$ cat src/rtl/id_ex_stage_reg_pkg.sv
// Shared pipeline definitions: control bus widths and bit positions used by control and ID/EX.
package id_ex_stage_reg_pkg;

  localparam int unsigned NB_CTRL_WB = 2;
  localparam int unsigned NB_CTRL_M  = 9;
  localparam int unsigned NB_CTRL_EX = 6;

  // WB bus: [RegWrite, MemtoReg]
  localparam int unsigned WB_REG_WRITE  = 1;
  localparam int unsigned WB_MEM_TO_REG = 0;

  // MEM bus: [SB, SH, LB, LH, Unsigned, BNEQ, Branch, MemRead, MemWrite]
  localparam int unsigned M_SB        = 8;
  localparam int unsigned M_SH        = 7;
  localparam int unsigned M_LB        = 6;
  localparam int unsigned M_LH        = 5;
  localparam int unsigned M_UNSIGNED  = 4;
  localparam int unsigned M_BNEQ      = 3;
  localparam int unsigned M_BRANCH    = 2;
  localparam int unsigned M_MEM_READ  = 1;
  localparam int unsigned M_MEM_WRITE = 0;

  // EX bus: [ALUSrc, AluOp[3:0], RegDst]
  localparam int unsigned EX_ALU_SRC   = 5;
  localparam int unsigned EX_ALU_OP_HI = 4;
  localparam int unsigned EX_ALU_OP_LO = 1;
  localparam int unsigned EX_REG_DST   = 0;

endpackage

$ cat src/rtl/id_ex_stage_reg_sat_counter.sv
// Saturating up-counter with synchronous active-high clear.
module sat_counter #(
  parameter int unsigned WIDTH = 16
) (
  input  logic             clk,
  input  logic             rst,
  input  logic             inc,
  output logic [WIDTH-1:0] count
);

  localparam logic [WIDTH-1:0] MAX_COUNT = '1;

  // Count up on inc, stick at all-ones instead of wrapping.
  always_ff @(posedge clk) begin
    if (rst) begin
      count <= '0;
    end else if (inc && (count != MAX_COUNT)) begin
      count <= count + WIDTH'(1);
    end
  end

endmodule

$ cat src/rtl/id_ex_stage_reg.sv
// ID/EX pipeline register: freeze, flush-to-bubble, and bubble statistics.
module id_ex_stage_reg
  import id_ex_stage_reg_pkg::*;
#(
  parameter int unsigned NB_DATA    = 32,
  parameter int unsigned NB_REG     = 5,
  parameter int unsigned NB_FUNCT   = 6,
  parameter int unsigned NB_CTRL_EX = id_ex_stage_reg_pkg::NB_CTRL_EX,
  parameter int unsigned NB_CTRL_M  = id_ex_stage_reg_pkg::NB_CTRL_M,
  parameter int unsigned NB_CTRL_WB = id_ex_stage_reg_pkg::NB_CTRL_WB,
  parameter int unsigned NB_CNT     = 16
) (
  input  logic                  i_clk,
  input  logic                  i_rst,
  input  logic                  i_enable,
  input  logic                  i_flush,
  input  logic                  i_stall_flag,
  input  logic [NB_CTRL_WB-1:0] i_ctrl_wb_bus,
  input  logic [NB_CTRL_M-1:0]  i_ctrl_mem_bus,
  input  logic [NB_CTRL_EX-1:0] i_ctrl_exc_bus,
  input  logic                  i_jal,
  input  logic                  i_jalr,
  input  logic [NB_DATA-1:0]    i_pc_plus4,
  input  logic [NB_DATA-1:0]    i_read_data1,
  input  logic [NB_DATA-1:0]    i_read_data2,
  input  logic [NB_DATA-1:0]    i_sign_ext,
  input  logic [NB_REG-1:0]     i_rs,
  input  logic [NB_REG-1:0]     i_rt,
  input  logic [NB_REG-1:0]     i_rd,
  input  logic [NB_REG-1:0]     i_shamt,
  input  logic [NB_FUNCT-1:0]   i_funct,
  output logic [NB_CTRL_WB-1:0] o_ctrl_wb_bus,
  output logic [NB_CTRL_M-1:0]  o_ctrl_mem_bus,
  output logic [NB_CTRL_EX-1:0] o_ctrl_exc_bus,
  output logic                  o_jal,
  output logic                  o_jalr,
  output logic [NB_DATA-1:0]    o_pc_plus4,
  output logic [NB_DATA-1:0]    o_read_data1,
  output logic [NB_DATA-1:0]    o_read_data2,
  output logic [NB_DATA-1:0]    o_sign_ext,
  output logic [NB_REG-1:0]     o_rs,
  output logic [NB_REG-1:0]     o_rt,
  output logic [NB_REG-1:0]     o_rd,
  output logic [NB_REG-1:0]     o_shamt,
  output logic [NB_FUNCT-1:0]   o_funct,
  output logic                  o_valid,
  output logic [NB_CNT-1:0]     o_bubble_cnt
);

  logic bubble_inc;

  // A flush and a stall in the same advancing cycle are one bubble.
  assign bubble_inc = i_enable & (i_flush | i_stall_flag);

  // Control buses and slot-valid flag.
  always_ff @(posedge i_clk) begin
    if (i_rst) begin
      o_ctrl_wb_bus  <= '0;
      o_ctrl_mem_bus <= '0;
      o_ctrl_exc_bus <= '0;
      o_valid        <= 1'b0;
    end else if (i_enable) begin
      if (i_flush) begin
        o_ctrl_wb_bus  <= '0;
        o_ctrl_mem_bus <= '0;
        o_ctrl_exc_bus <= '0;
        o_valid        <= 1'b0;
      end else begin
        o_ctrl_wb_bus  <= i_ctrl_wb_bus;
        o_ctrl_mem_bus <= i_ctrl_mem_bus;
        o_ctrl_exc_bus <= i_ctrl_exc_bus;
        o_valid        <= ~i_stall_flag;
      end
    end
  end

  // Link-instruction flags.
  always_ff @(posedge i_clk) begin
    if (i_rst || (i_enable && i_flush)) begin
      o_jal  <= 1'b0;
      o_jalr <= 1'b0;
    end else if (i_enable) begin
      o_jal  <= i_jal;
      o_jalr <= i_jalr;
    end
  end

  // Operand and PC values.
  always_ff @(posedge i_clk) begin
    if (i_rst || (i_enable && i_flush)) begin
      o_pc_plus4   <= '0;
      o_read_data1 <= '0;
      o_read_data2 <= '0;
      o_sign_ext   <= '0;
    end else if (i_enable) begin
      o_pc_plus4   <= i_pc_plus4;
      o_read_data1 <= i_read_data1;
      o_read_data2 <= i_read_data2;
      o_sign_ext   <= i_sign_ext;
    end
  end

  // Register indices, shift amount and funct field.
  always_ff @(posedge i_clk) begin
    if (i_rst || (i_enable && i_flush)) begin
      o_rs    <= '0;
      o_rt    <= '0;
      o_rd    <= '0;
      o_shamt <= '0;
      o_funct <= '0;
    end else if (i_enable) begin
      o_rs    <= i_rs;
      o_rt    <= i_rt;
      o_rd    <= i_rd;
      o_shamt <= i_shamt;
      o_funct <= i_funct;
    end
  end

  sat_counter #(
    .WIDTH(NB_CNT)
  ) u_bubble_cnt (
    .clk  (i_clk),
    .rst  (i_rst),
    .inc  (bubble_inc),
    .count(o_bubble_cnt)
  );

endmodule

$ cat config.mk
export PLATFORM = sky130hd
export DESIGN_NAME = id_ex_stage_reg
export DESIGN_NICKNAME = d
export VERILOG_FILES = /design/src/rtl/id_ex_stage_reg_pkg.sv /design/src/rtl/id_ex_stage_reg_sat_counter.sv /design/src/rtl/id_ex_stage_reg.sv
export SDC_FILE = /design/constraint.sdc
export NUM_CORES = 1
export LEC_CHECK = 0
export CAP_MARGIN = 10
export CELL_PAD_IN_SITES_DETAIL_PLACEMENT = 0
export CELL_PAD_IN_SITES_GLOBAL_PLACEMENT = 1
export CORE_UTILIZATION = 28
export DETAILED_ROUTE_END_ITERATION = 7
export PLACE_DENSITY_LB_ADDON = 0.12
export SYNTH_ARGS = -nofsm -noshare
export SYNTH_HDL_FRONTEND = slang
export SYNTH_SLANG_ARGS = --single-unit
$ cat constraint.sdc
create_clock -name i_clk -period 2 [get_ports i_clk]
set_input_delay 0.2 -clock i_clk [delete_from_list [all_inputs] [get_ports i_clk]]
set_output_delay 0.2 -clock i_clk [all_outputs]
set_load 0.005 [all_outputs]
### Word level (Yosys, flattened, before mapping)

Cells that the tools add are included.

| storage, ports and cells | value |
|---|---|
| register bits after elaboration | 190 |
| input bits | 178 |

| operators by class | value |
|---|---|
| add/sub/neg operators | 1 |
| equal/unequal tests | 1 |
| muxes and demuxes | 4 |
| bitwise operators | 3 |
| reductions and logical operators | 3 |

Operators with widths:

| kind | number |
|---|---|
| 16-bit by 1-bit adder with 16-bit output, second input constant | 1 |
| 16-bit != test, second input constant | 1 |
| 9-bit two-way mux | 1 |
| 6-bit two-way mux | 1 |
| 1-bit logical AND | 2 |
| 2-bit two-way mux | 1 |
| 1-bit bitwise AND | 1 |
| 1-bit logical OR | 1 |
| 1-bit two-way mux | 1 |
| 1-bit NOT | 1 |
| 1-bit OR | 1 |

### Logic depth before layout (Yosys ltp)

| depth | value |
|---|---|
| depth after elaboration | 3 |
| mapped depth | 7 |
| gate-level depth less buffers | 5 |

### Cells and area by module

A second synthesis with hierarchy kept.

| unflattened totals | value |
|---|---|
| cell total of the unflattened synthesis | 874 |
| area, all modules | 8564.5 µm² |

Modules (own cells, without submodules):

| module | instances | cells each | area an instance (µm²) | sequential area each (µm²) |
|---|---|---|---|---|
| id_ex_stage_reg | 1 | 775 | 7716.2 | 3483.3 |
| sat_counter | 1 | 99 | 848.3 | 320.3 |

### Worst setup path after synthesis

OpenSTA, ideal clock, no wires.

| timing path | value |
|---|---|
| path kind | register to register |
| from | reg u_bubble_cnt.count[0] |
| to | reg u_bubble_cnt.count[13] |
| setup time | 0.121 ns |
| data arrival time | 1.655 ns |
| path slack | 0.224 ns |
| cell stages (with the launch flop) | 7 |
| cells stage by stage | dfxtp_1 ha_1 and3_1 clkbuf_1 and4_1 nor4_1 mux2_2 |

| on the way | value |
|---|---|
| word-level cells in the longest chain between the ends | 2 |
| elaborated cells between the ends (all ways) | 3 |

Ends and longest elaborated chain:

| what | RTL line | text |
|---|---|---|
| start: declaration | id_ex_stage_reg_sat_counter.sv:8 | `output logic [WIDTH-1:0] count` |
| start signal: assignment | id_ex_stage_reg_sat_counter.sv:18 | `count <= count + WIDTH'(1);` |
| branches (longest 2 deep; another with 16-bit by 1-bit adder with 16-bit output) | - |  |

Several ways; the timed one is not identified.
A chain may end at the register's enable or synchronous reset.

### Final worst setup path

| timing path | value |
|---|---|
| from | reg u_bubble_cnt.count[6] |
| to | reg u_bubble_cnt.count[13] |

The elaborated chain is that of the path after synthesis.

==> results_dict.tcl <==
set metrics [dict create \
    syn-cell-area_sq_um 6910 \
    tightest_slew_ps 695 \
    cellInternalPower_w 0.00655 \
    hold_viol_final 0 \
    synth_edf_count 0 \
    syn_to_final_growth_pct 67.7 \
    crit_required_ps 2320 \
    finalCritPeriodShare_pct 91.3 \
    peakVddDrop_v 0.000429 \
    netlist_instances 682 \
    synth_fa_ha_area_share_pct 0.181 \
    synthSimpleGateAreaFrac_pct 14.9 \
    synth-compound-area-share_pct 3.93 \
    yosysUniqueCellTypes 34 \
    nFillCells 2350 \
    grt_usage_pct 17.3 \
    clkSlewWorstSetupHoldPaths_ps 80 \
    die_area_sq_um 25300 \
    cts_buffers 17 \
    postCtsHoldBufs 0 \
    critPathKind "reg2reg" \
    antenna_found_initial 1 \
    clk_latency_ps 430 \
    power_w 0.00877 \
    first_pass_iters 4 \
    cts_tree "yes" \
    grt_max_degree 93 \
    final_cell_mix "clkdlybuf4s50_1, dfxtp_1, nor2_1" \
    final_core_util_pct 47.8 \
    synth_top_area_share_pct 55.1 \
    pwr-share-clk_pct 39.7 \
    max_freq_mhz 548 \
    place.gp.congestion 0.770 \
    avgSynthCellArea_sq_um 10.1 \
    die_h_um 159 \
    power_density_nw_per_um2 757 \
    vias_per_cell 4.36 \
    hpwl_um 15600 \
    synth_warnings 0 \
    async_flop_share_pct 0 \
    endpoint_kind "flip-flop" \
    cts_resized 0 \
    drc 0 \
    finalWorstSetupSlack_ps 174 \
    num_rows 57 \
    grt_overflow_total 0 \
    synthMuxAreaShare_pct 22.9 \
    antenna_left 0 \
    drive_above_1_share_pct 5.23 \
    ys_ff_latch 190 \
    core_area_sq_um 24200 \
    drv_cap 0 \
    worst-path-max-fanout 7 \
    p_sw_w 0.00221 \
    period_minus_slack_ps 1830 \
    p_sw_share_pct 25.2 \
    synthXorXnorAreaFrac_pct 0.127 \
    grt_pass1_wl_um 34100 \
    rsz0062_at_grt "no" \
    synth_top_cell_by_area "dfxtp_1" \
    dr_total_vias 5995 \
    die_x_um 159 \
    drt_wl_total_um 21900 \
    ys_top_cells_by_area "dfxtp_1, mux2i_1, nor2_1, a21oi_1, nor2b_1" \
    ys.flop_type "dfxtp_1" \
    setup_violations 0 \
    port_buffers 367 \
    cts_buffer_depth 2 \
    relSlewSlack_pct 53.7 \
    syn_nets 861 \
    clock-root-buffer "clkbuf_16" \
    postCtsSetupBuffers 0 \
    synth-seq-area-share_pct 55.1 \
    synth_top_family_by_area "multiplexers" \
    htree_levels 4 \
    combPwrFrac_pct 14.2 \
    startpoint_type "flip-flop" \
    p_leak_nw 4.67 \
    ioPinCount 368 \
    fin_nets 1217 \
    grt_pass1_vias 5960 \
    post_drt_wl_per_cell_um 15.9 \
    skew_ps 9.96 \
    initial_core_util_pct 28.5 \
    status "completed" \
    hp-class "in2reg" \
    worstPathArrival_ps 2140 \
    seqPwrFrac_pct 46.1 \
    drv_slew 0 \
    drtIter0Drc 240 \
    final_common_cell "clkdlybuf4s50_1" \
    pre_cts_ws_ps -78.7 \
    clock_sinks 190 \
]
## cells in the mapped netlist, drive strengths merged, types with 3 or more instances
cell type  instances
a21oi             30
and4               5
buf               19
clkbuf            27
dfxtp            190
mux2i            156
nand2              6
nand3              3
nand4              6
nor2             178
nor2b             18
o21ai              7
o31ai              5
or3                7
or4                3
## stage by stage
step	std cells	hold WS [ps]	setup TNS, ps	area [sq um]
after detailed placement	1343	467	-117	11000
after floorplan	682	299	0	6910
final	1376	304	0	11600
after global routing	1375	313	0	11600
after global placement	1343	453	-53.3	11000
after CTS	1375	282	0	11600
## cell type report
cell class | count | area, sq um | share of cell area (%)
Inverter | 2 | 7.51 | 0.0648
Tap cell | 324 | 405 | 3.50
Clock inverter | 15 | 178 | 1.53
Antenna cell | 1 | 2.50 | 0.0216
Timing Repair Buffer | 383 | 3850 | 33.2
Clock buffer | 17 | 425 | 3.67
Multi-Input combinational cell | 444 | 2920 | 25.2
Sequential cell | 190 | 3800 | 32.8
## state kept, by name, indices dropped and copies added, names as in the netlist
| signal | flops |
|---|---|
| o_jal | 1 |
| o_read_data2 | 32 |
| o_jalr | 1 |
| o_read_data1 | 32 |
| o_valid | 1 |
| u_bubble_cnt.count | 16 |
| o_ctrl_wb_bus | 2 |
| o_sign_ext | 32 |
| o_shamt | 5 |
| o_ctrl_mem_bus | 9 |
| o_rs | 5 |
| o_rd | 5 |
| o_pc_plus4 | 32 |
| o_rt | 5 |
| o_funct | 6 |
| o_ctrl_exc_bus | 6 |
## logic make-up after synthesis
group | after synthesis
flops | 190
buf+inv | 48
simple gates | 236
compound gates | 48
mux | 158
fa+ha+maj | 1
xor+xnor | 1
## power groups by stage
stage	Combinational, W	Sequential (W)	Clock, W
after floorplan	0.000421	0.00414	0
after global placement	0.00126	0.00413	0
after detailed placement	0.00126	0.00413	0
after CTS	0.00126	0.00404	0.00362
after global routing	0.00134	0.00407	0.00378
final	0.00124	0.00404	0.00348
## routing by layer
metal,global-route usage [%],routed length (um),part of all wire (%),up-vias
met5,0,0,0,-
met4,5.55,365,1.7,0
met3,7.92,2210,10,20
met2,29.1,10500,48,221
met1,19.4,8850,40,2731
li1,-,-,-,3023
## worst max-delay path: stages, from the launching register on
cell     delay, ps
dfxtp_1        430
nand4_1        160
or3_1          430
nor4_1         330
mux2_2         360
## worst paths after layout
| kind | start | endpoint | slack [ps] | depth (start not counted) |
|---|---|---|---|---|
| worst max-delay path | u_bubble_cnt.count[6]$_SDFFE_PP0P_ | u_bubble_cnt.count[13]$_SDFFE_PP0P_ | 170 | 4 |
| worst min-delay path | i_enable | u_bubble_cnt.count[2]$_SDFFE_PP0P_ | 300 | 5 |
| worst min register to register | o_ctrl_wb_bus[0]$_SDFFE_PP0P_ | o_ctrl_wb_bus[0]$_SDFFE_PP0P_ | 480 | 2 |
| worst max register to register | u_bubble_cnt.count[6]$_SDFFE_PP0P_ | u_bubble_cnt.count[13]$_SDFFE_PP0P_ | 170 | 4 |
No activity file was read; power rests on OpenSTA's default activity.
